<file path="src/rtl/mandelbrot_scheduler.sv">
// Frame scheduler: walks the raster, hands pixels to the lowest-index idle engine,
// and collects finished results round-robin into a single valid/ready output register.
module mandelbrot_scheduler #(
  parameter int NUM_ENGINES      = 4,
  parameter int PIXEL_DATA_WIDTH = 32,
  parameter int ITERATIONS_WIDTH = 32,
  parameter int SCREEN_WIDTH     = 640,
  parameter int SCREEN_HEIGHT    = 480
) (
  input  logic                                     clk,
  input  logic                                     reset,
  input  logic                                     frame_start,
  output logic                                     frame_busy,
  output logic                                     frame_done,
  output logic [NUM_ENGINES-1:0]                   eng_start,
  output logic [PIXEL_DATA_WIDTH-1:0]              eng_x0,
  output logic [PIXEL_DATA_WIDTH-1:0]              eng_y0,
  input  logic [NUM_ENGINES-1:0]                   eng_finished,
  input  logic [NUM_ENGINES*ITERATIONS_WIDTH-1:0]  eng_iterations,
  input  logic [NUM_ENGINES*PIXEL_DATA_WIDTH-1:0]  eng_xpixel,
  input  logic [NUM_ENGINES*PIXEL_DATA_WIDTH-1:0]  eng_ypixel,
  output logic [NUM_ENGINES-1:0]                   eng_ack,
  output logic                                     out_valid,
  input  logic                                     out_ready,
  output logic [ITERATIONS_WIDTH-1:0]              out_iterations,
  output logic [PIXEL_DATA_WIDTH-1:0]              out_xpixel,
  output logic [PIXEL_DATA_WIDTH-1:0]              out_ypixel
);

  localparam int RRW = (NUM_ENGINES > 1) ? $clog2(NUM_ENGINES) : 1;
  localparam logic [1:0] S_IDLE     = 2'd0;
  localparam logic [1:0] S_DISPATCH = 2'd1;
  localparam logic [1:0] S_DRAIN    = 2'd2;
  localparam logic [PIXEL_DATA_WIDTH-1:0] LAST_X = PIXEL_DATA_WIDTH'(SCREEN_WIDTH - 1);
  localparam logic [PIXEL_DATA_WIDTH-1:0] LAST_Y = PIXEL_DATA_WIDTH'(SCREEN_HEIGHT - 1);

  logic [1:0]                  state_q, state_d;
  logic [PIXEL_DATA_WIDTH-1:0] px_q, px_d, py_q, py_d;
  logic [NUM_ENGINES-1:0]      busy_q, busy_d;
  logic [RRW-1:0]              rr_q, rr_d;
  logic                        out_valid_q, out_valid_d;
  logic [ITERATIONS_WIDTH-1:0] out_iter_q, out_iter_d;
  logic [PIXEL_DATA_WIDTH-1:0] out_x_q, out_x_d, out_y_q, out_y_d;

  logic [NUM_ENGINES-1:0] start_s, ack_s, cand_s;
  logic                   idle_hit_s, gnt_hit_s, collect_s, can_load_s, done_s;
  logic [RRW-1:0]         gnt_s;

  function automatic logic [RRW-1:0] rr_index(input logic [RRW-1:0] base, input int off);
    int s;
    s = int'(base) + off;
    if (s >= NUM_ENGINES) s = s - NUM_ENGINES;
    return RRW'(s);
  endfunction

  // Lowest-index idle engine gets the current raster pixel while dispatching.
  always_comb begin
    start_s    = '0;
    idle_hit_s = 1'b0;
    for (int i = 0; i < NUM_ENGINES; i++) begin
      if (state_q == S_DISPATCH && !busy_q[i] && !idle_hit_s) begin
        start_s[i] = 1'b1;
        idle_hit_s = 1'b1;
      end
    end
  end

  // Round-robin grant among busy engines reporting a result, starting at rr_q.
  always_comb begin
    cand_s     = eng_finished & busy_q;
    can_load_s = !out_valid_q || out_ready;
    gnt_s      = '0;
    gnt_hit_s  = 1'b0;
    for (int k = 0; k < NUM_ENGINES; k++) begin
      if (!gnt_hit_s && cand_s[rr_index(rr_q, k)]) begin
        gnt_s     = rr_index(rr_q, k);
        gnt_hit_s = 1'b1;
      end
    end
    collect_s = (state_q == S_DISPATCH || state_q == S_DRAIN) && can_load_s && gnt_hit_s;
    done_s    = (state_q == S_DRAIN) && (busy_q == '0) && can_load_s;
  end

  // Next-state: output register, busy flags, raster walk and frame sequencing.
  always_comb begin
    state_d     = state_q;
    px_d        = px_q;
    py_d        = py_q;
    rr_d        = rr_q;
    out_valid_d = out_valid_q;
    out_iter_d  = out_iter_q;
    out_x_d     = out_x_q;
    out_y_d     = out_y_q;
    ack_s       = '0;
    if (collect_s) begin
      out_valid_d = 1'b1;
      for (int i = 0; i < NUM_ENGINES; i++) begin
        if (gnt_s == RRW'(i)) begin
          ack_s[i]   = 1'b1;
          out_iter_d = eng_iterations[i*ITERATIONS_WIDTH +: ITERATIONS_WIDTH];
          out_x_d    = eng_xpixel[i*PIXEL_DATA_WIDTH +: PIXEL_DATA_WIDTH];
          out_y_d    = eng_ypixel[i*PIXEL_DATA_WIDTH +: PIXEL_DATA_WIDTH];
        end
      end
      if (gnt_s == RRW'(NUM_ENGINES - 1)) rr_d = '0;
      else rr_d = gnt_s + RRW'(1);
    end else if (out_ready) begin
      out_valid_d = 1'b0;
    end else begin
      out_valid_d = out_valid_q;
    end
    // A flag cleared by an ack this cycle only frees the engine from the next cycle.
    busy_d = (busy_q | start_s) & ~ack_s;
    case (state_q)
      S_IDLE: begin
        if (frame_start) begin
          state_d = S_DISPATCH;
          px_d    = '0;
          py_d    = '0;
        end else begin
          state_d = S_IDLE;
        end
      end
      S_DISPATCH: begin
        if (idle_hit_s) begin
          if (px_q == LAST_X) begin
            px_d = '0;
            if (py_q == LAST_Y) state_d = S_DRAIN;
            else py_d = py_q + PIXEL_DATA_WIDTH'(1);
          end else begin
            px_d = px_q + PIXEL_DATA_WIDTH'(1);
          end
        end else begin
          px_d = px_q;
        end
      end
      S_DRAIN: begin
        if (done_s) state_d = S_IDLE;
        else state_d = S_DRAIN;
      end
      default: state_d = S_IDLE;
    endcase
  end

  // State registers with asynchronous reset.
  always_ff @(posedge clk or posedge reset) begin
    if (reset) begin
      state_q     <= S_IDLE;
      px_q        <= '0;
      py_q        <= '0;
      busy_q      <= '0;
      rr_q        <= '0;
      out_valid_q <= 1'b0;
      out_iter_q  <= '0;
      out_x_q     <= '0;
      out_y_q     <= '0;
    end else begin
      state_q     <= state_d;
      px_q        <= px_d;
      py_q        <= py_d;
      busy_q      <= busy_d;
      rr_q        <= rr_d;
      out_valid_q <= out_valid_d;
      out_iter_q  <= out_iter_d;
      out_x_q     <= out_x_d;
      out_y_q     <= out_y_d;
    end
  end

  assign eng_start      = start_s;
  assign eng_x0         = idle_hit_s ? px_q : '0;
  assign eng_y0         = idle_hit_s ? py_q : '0;
  assign eng_ack        = ack_s;
  assign frame_busy     = (state_q != S_IDLE);
  assign frame_done     = done_s;
  assign out_valid      = out_valid_q;
  assign out_iterations = out_iter_q;
  assign out_xpixel     = out_x_q;
  assign out_ypixel     = out_y_q;

endmodule

</file>
<file path="config.mk">
export PLATFORM = sky130hd
export DESIGN_NAME = mandelbrot_scheduler
export DESIGN_NICKNAME = d
export VERILOG_FILES = /design/src/rtl/mandelbrot_scheduler.sv
export SDC_FILE = /design/constraint.sdc
export NUM_CORES = 1
export LEC_CHECK = 0
export CAP_MARGIN = 15
export CORE_AREA = 4 4 214 216
export CTS_CLUSTER_DIAMETER = 30
export DETAILED_ROUTE_END_ITERATION = 12
export DIE_AREA = 0 0 218 220
export PLACE_DENSITY_LB_ADDON = 0.1
export SLEW_MARGIN = 10
export SYNTH_ARGS = -nofsm -noshare
export SYNTH_HDL_FRONTEND = slang
export SYNTH_SLANG_ARGS = --single-unit
</file>
<file path="constraint.sdc">
create_clock -name clk -period 6.7 [get_ports clk]
set_input_delay 1.34 -clock clk [delete_from_list [all_inputs] [get_ports clk]]
set_output_delay 1.34 -clock clk [all_outputs]
set_load 0.01 [all_outputs]
</file>
**Yosys cells after proc, flatten, opt, wreduce, memory -nomap -nowiden**

Index checks and enable logic that the tools add are counted.

- Bits of input ports: 392
- Word-level logic and storage cells: 144
- Output and inout bits: 171
- Register bits after elaboration: 169

- Mux-type cells: 63
- Reductions and logical operators: 38
- Magnitude comparators: 8
- $add $sub $neg: 10
- Bitwise gates (word level): 4
- Eq/ne operators: 12

Operators with widths:

| cell | count |
|---|---|
| 32-bit two-way mux | 20 |
| 32-bit case mux with 2 select lines | 2 |
| 32-bit by 1-bit adder with 32-bit output, second input constant | 2 |
| 32-bit by 10-bit == test with 1-bit output, second input constant | 1 |
| 32-bit by 9-bit == test with 1-bit output, second input constant | 1 |
| 2-bit two-way mux | 13 |
| 1-bit two-way mux | 22 |
| 1-bit logical AND | 14 |
| 2-bit by 3-bit < comparator with 1-bit output, second input constant | 4 |
| 1-bit logical NOT | 11 |
| 3-bit >= comparator, second input constant | 3 |
| 4-bit AND | 2 |
| 1-bit binary-select mux with 2-bit select | 4 |
| 2-bit by 1-bit subtractor with 2-bit output, second input constant | 4 |
| 2-bit by 2-bit adder with 3-bit output, second input constant | 2 |
| 2-bit == test, second input constant | 3 |
| 2-bit != test, second input constant | 3 |
| 2-bit case mux with 3 select lines | 1 |
| 3-bit AND reduction | 2 |
| 2-bit nonzero test | 3 |
| 5-bit AND reduction | 1 |
| 2-bit by 1-bit == test with 1-bit output, second input constant | 2 |
| 2-bit logical NOT | 2 |
| 4-bit logical NOT | 1 |
| 10 further kinds | 12 |

**Depth between registers and ports, before layout**

- Depth in word-level cells: 19
- Mapped depth: 16
- Mapped depth without buffers: 12

**Least setup slack after synthesis**

Ideal clock, no wire load.

- Path type: input to output
- Start point: in eng_finished[0]
- End point: out eng_ack[1]
- Stages on the path: 10
- Data required time: 5.360 ns
- Setup slack: 2.162 ns
- Buffers on the path: 3
- Data arrival time: 3.198 ns
- Cells stage by stage: nand2_1 -> nor2_1 -> a31oi_1 -> o21ai_0 -> a21oi_1 -> ha_1 -> clkbuf_1 -> buf_1 -> buf_2 -> and2_1

- Cells in the longest elaborated chain, start to end: 16
- Elaborated cells on any way between the ends: 27
- Classes of those cells: 1 x eq/ne; 18 x mux; 1 x bitwise; 7 x reduce/logical

Ends and longest elaborated chain:

| element | RTL line | source |
|---|---|---|
| from (decl) | 18 | `input logic [NUM_ENGINES-1:0] eng_finished,` |
| 4-bit AND * | 70 | `cand_s = eng_finished & busy_q;` |
| 1-bit binary-select mux with 2-bit select | 75 | `if (!gnt_hit_s && cand_s[rr_index(rr_q, k)]) begin` |
| 1-bit two-way mux (not written as such) | 75 |  |
| 1-bit two-way mux | 75 |  |
| 1-bit logical NOT | 75 |  |
| 1-bit logical AND | 75 |  |
| 1-bit two-way mux | 75 |  |
| 1-bit logical NOT | 75 |  |
| 1-bit logical AND | 75 |  |
| 1-bit two-way mux | 75 |  |
| 1-bit logical NOT | 75 |  |
| 1-bit logical AND | 75 |  |
| 2-bit two-way mux | 75 |  |
| 2-bit by 1-bit == test with 1-bit output | 98 | `if (gnt_s == RRW'(i)) begin` |
| 1-bit two-way mux | 98 |  |
| 4-bit two-way mux * | 95 | `if (collect_s) begin` |
| to (decl) | 22 | `output logic [NUM_ENGINES-1:0] eng_ack,` |

Every way passes the cells marked *; elsewhere a longest branch is shown, timed or not. The select of a mux whose other input is x is not followed.

**Worst setup path in the final report**

- Start point: in eng_finished[0]
- End point: out eng_ack[2]

- Cells in the longest elaborated chain, start to end: 16
- Elaborated cells on any way between the ends: 27
- Classes of those cells: 1 x eq/ne; 18 x mux; 1 x bitwise; 7 x reduce/logical

Ends and longest elaborated chain:

| element | RTL line |
|---|---|
| 4-bit AND * | 70 |
| 1-bit binary-select mux with 2-bit select | 75 |
| 1-bit two-way mux (not written as such) | 75 |
| 1-bit two-way mux | 75 |
| 1-bit logical NOT | 75 |
| 1-bit logical AND | 75 |
| 1-bit two-way mux | 75 |
| 1-bit logical NOT | 75 |
| 1-bit logical AND | 75 |
| 1-bit two-way mux | 75 |
| 1-bit logical NOT | 75 |
| 1-bit logical AND | 75 |
| 2-bit two-way mux | 75 |
| 2-bit == test | 98 |
| 1-bit two-way mux | 98 |
| 4-bit two-way mux * | 95 |

Marked as above.

==> results by group <==
Pwr
  • Pwr per Cell Area: ~360 nW/um^2
  • Maximum vdd drop: approximately 0.00029 V
  • Combinational power share: 0.589
  • Sw Share: 0.445
  • Leak: between 0.007 and 0.008 uW
  • Psw: 2760 uW
  • Sequential power share: 0.248
  • Clock share of power: 0.163
  • Internal cell power: roughly 3400 uW
  • Tot Pwr: ~6200 uW

Critical path
  • CP Cell Sequence: clkdlybuf4s50_1 > nand2_1 > nor2_1 > a31oi_1 > o21ai_0 > a21oi_1 > inv_1 > ha_4 > and2_1 > clkdlybuf4s50_1
  • Crit path kind: input pin to primary output
  • Worst setup EP type: primary output
  • Setup crit start: eng_finished[0]
  • Max incr delay on CP: approximately 0.56 ns
  • CP arrival: 3.97 ns
  • R2r setup slk: 3.16 ns
  • Most common cell on crit path: clkdlybuf4s50_1
  • Worst path slowest cell: a21oi_1
  • Worst Path Required: about 5.4 ns
  • CP Launch Type: input pin
  • CP Max Fanout: 18
  • Crit Reg-Reg Startpoint: busy_q[0]
  • CP endpoint: eng_ack[2]
  • RR Endpoint: out_iterations[24]
  • Number of cells on the worst reg-to-reg path: 13

GRT
  • Vias in the first global route: 11500
  • Largest net degree at the start of global routing: around 100
  • Initial antenna violation count: 10
  • Total gr overflow: 0
  • Gr usage total: 0.192
  • Global-route wire length before repair: between 70 and 80 mm

Synthesis
  • Library cells used by synthesis: 45
  • Synth Area in XOR/XNOR: 0.0296
  • Ys flop type: dfrtp_1
  • Most common cell in the netlist: nor2_1
  • Post-synthesis sequential area ratio: 0.397
  • Mean post-synth cell area: around 7.8 um^2
  • #FFs+latches synth: between 150 and 200
  • Compound-Gate Fraction of Synth Area: 0.164
  • Synth warn: 0
  • Combinational family with the most area after synthesis: simple AND/OR/NAND/NOR gates
  • Synth async-reset ratio: 1.00
  • Number of synthesized flops with an enable pin: 0
  • Mapped cell area: around 11000 um^2
  • Syn_nets: 1768
  • Synth Area in Adders: 0.0117
  • Cell count after synthesis: ~1400
  • Top cells by count, synth: 250 x nor2_1, 205 x a21oi_1, 169 x dfrtp_1
  • Post-Synth Simple-Gate Area: 0.256
  • Synth top area share: 0.397
  • Mux contribution to synthesized area: 0.101
  • Area leader, netlist: dfrtp_1
  • Ranking of synthesized cells by area: dfrtp_1 40%, mux2i_1 10%, a21oi_1 9.6%

Clock tree
  • Clk slew on worst S/H paths: ~0.06 ns
  • Clock root cell: clkbuf_16
  • Total CTS buffers: 17
  • # Post-CTS Setup Buffers: 0
  • TritonCTS clock tree: built
  • CTS resizes: 0
  • H-tree depth: 4
  • CTS Hold Buffers Added: 0
  • Max Root-Sink Buffers: 2
  • Num Clock Sinks: approximately 170
  • Clock Latency Late Sink: 0.45 ns

Final layout
  • Fillers: ~4600
  • Register area: 4230 um^2
  • Design area: between 15000 and 20000 um^2
  • # nets final: between 2000 and 2500
  • Multi-input gate area: between 6000 and 7000 um^2
  • Area grow syn2layout: 63.2%
  • Layout cell share with drive strength beyond 1: 0.0300

STA
  • Max Slew Vio Count: 0
  • Clock Skew: approximately 0.013 ns
  • Setup_tns: 0 ns
  • Final period util: 0.793
  • Setup violators final: 0
  • Hold Vio Cnt, Final: 0
  • Slew @ Worst Pin: about 1.0 ns
  • Slew HR: 0.327
  • Final min period: 5.31 ns
  • RSZ-0062 raised after global routing: false
  • Fmax: approximately 190 MHz

Die
  • DIE AREA: about 48000 um^2
  • Row count: 77
  • CORE AREA: 43900 um^2
  • Initial Util: 0.243
  • Die span in y: approximately 220 um
  • IO Pins: roughly 560
  • Chip Width: 218 um

Drt
  • Via count: around 11000
  • Post-DRT Antenna Nets: 0
  • Avg WL per Cell: 19.3 um
  • Via-to-Cell Ratio: 4.61
  • DRC: 0
  • Iteration-0 DRC Markers: between 600 and 700
  • Final WL: between 40 and 50 mm
  • Pre-Repair DR Iteration Count: 4

Worst hold path
  • Hold Path Stages: 2
  • HP Class: flop to flop

Placed design
  • # port buffers: 562
  • Final GP Congestion: roughly 0.85
  • DP Area: ~17000 um^2
  • Post-DP HPWL: approximately 37 mm

Status
  • Outcome: completed

Job
  • Max-cap violations: 0
## worst min-delay path by stage
stage | start | to | slack [ns]
detailed placement | out_xpixel[0] | out_xpixel[0] | 0.47
finish | out_xpixel[23] | out_xpixel[23] | 0.48
CTS | out_ypixel[21] | out_ypixel[21] | 0.48
floorplan | py_q[22] | py_q[22] | 0.48
global route | out_xpixel[17] | out_xpixel[17] | 0.50
global placement | out_xpixel[15] | out_xpixel[15] | 0.46
## final cells by class
class / instances / share of cell area
Clock buffer: 25 / 0.0279
Timing Repair Buffer: 575 / 0.331
Inverter: 11 / 0.00266
Clock inverter: 7 / 0.00525
Multi-Input combinational cell: 1082 / 0.347
Tap cell: 592 / 0.0426
Sequential cell: 169 / 0.243
Antenna cell: 3 / 0.000432
## power groups by stage
stage                     clock, uW  combinational, uW  sequential (uW)
after floorplan                   0               2060             1630
after global placement            0               3720             1540
after detailed placement          0               3740             1550
after CTS                      1050               3740             1540
after global routing           1090               4070             1580
final                          1010               3650             1540
## through the flow
step	cells	hold WS [ns]	util	setup slack [ns]
after floorplan	1366	0.480	-	0.785
after global placement	2429	0.463	0.383	1.36
after detailed placement	2429	0.469	0.383	1.38
after CTS	2461	0.484	0.396	1.38
after global routing	2462	0.505	0.396	1.22
final	2464	0.478	0.396	1.39
## metal layers
layer	wire length (um)	global-route usage	vias to the layer above
met3	2550	0.0528	54
met1	19200	0.225	5258
li1	-	-	5731
met4	1310	0.0617	12
met2	24500	0.339	300
met5	77	0	-
## kinds of logic (layout without fill, tap and decap cells)
family,count (synthesis),count (layout)
buffers and inverters,115,618
adders and majority gates,10,10
AOI/OAI and AO/OA,338,338
and+or+nand+nor,591,591
muxes,107,107
xor gates and xnor gates,36,36
DFF,169,169
other,0,3
## state kept, by name, summed over array words and instances (netlist names)
name and count:
px_q 32, busy_q 4, rr_q 2, out_iterations 32
out_valid 1, out_ypixel 32, out_xpixel 32, state_q 2
py_q 32
## critical path, delay by kind of cell
| kind | cells | cell delay [ns] |
|---|---|---|
| AOI/OAI and AO/OA | 3 | 0.82 |
| adders and majority gates | 1 | 0.29 |
| buffers and inverters | 3 | 1.15 |
| and+or+nand+nor | 3 | 0.35 |
## cells in the final DEF, fill, tap and decap left out, types with 12 or more instances in the layout
cell type,n
and2_1,12
mux2i_1,106
a21oi_1,205
clkbuf_16,17
o21ai_0,115
clkdlybuf4s50_1,562
nor2_1,250
dfrtp_1,169
and3_1,78
nand2_1,143
nand3_1,31
nand4_1,26
xor2_1,29
Note: power is estimated with default switching activity, not from simulation.
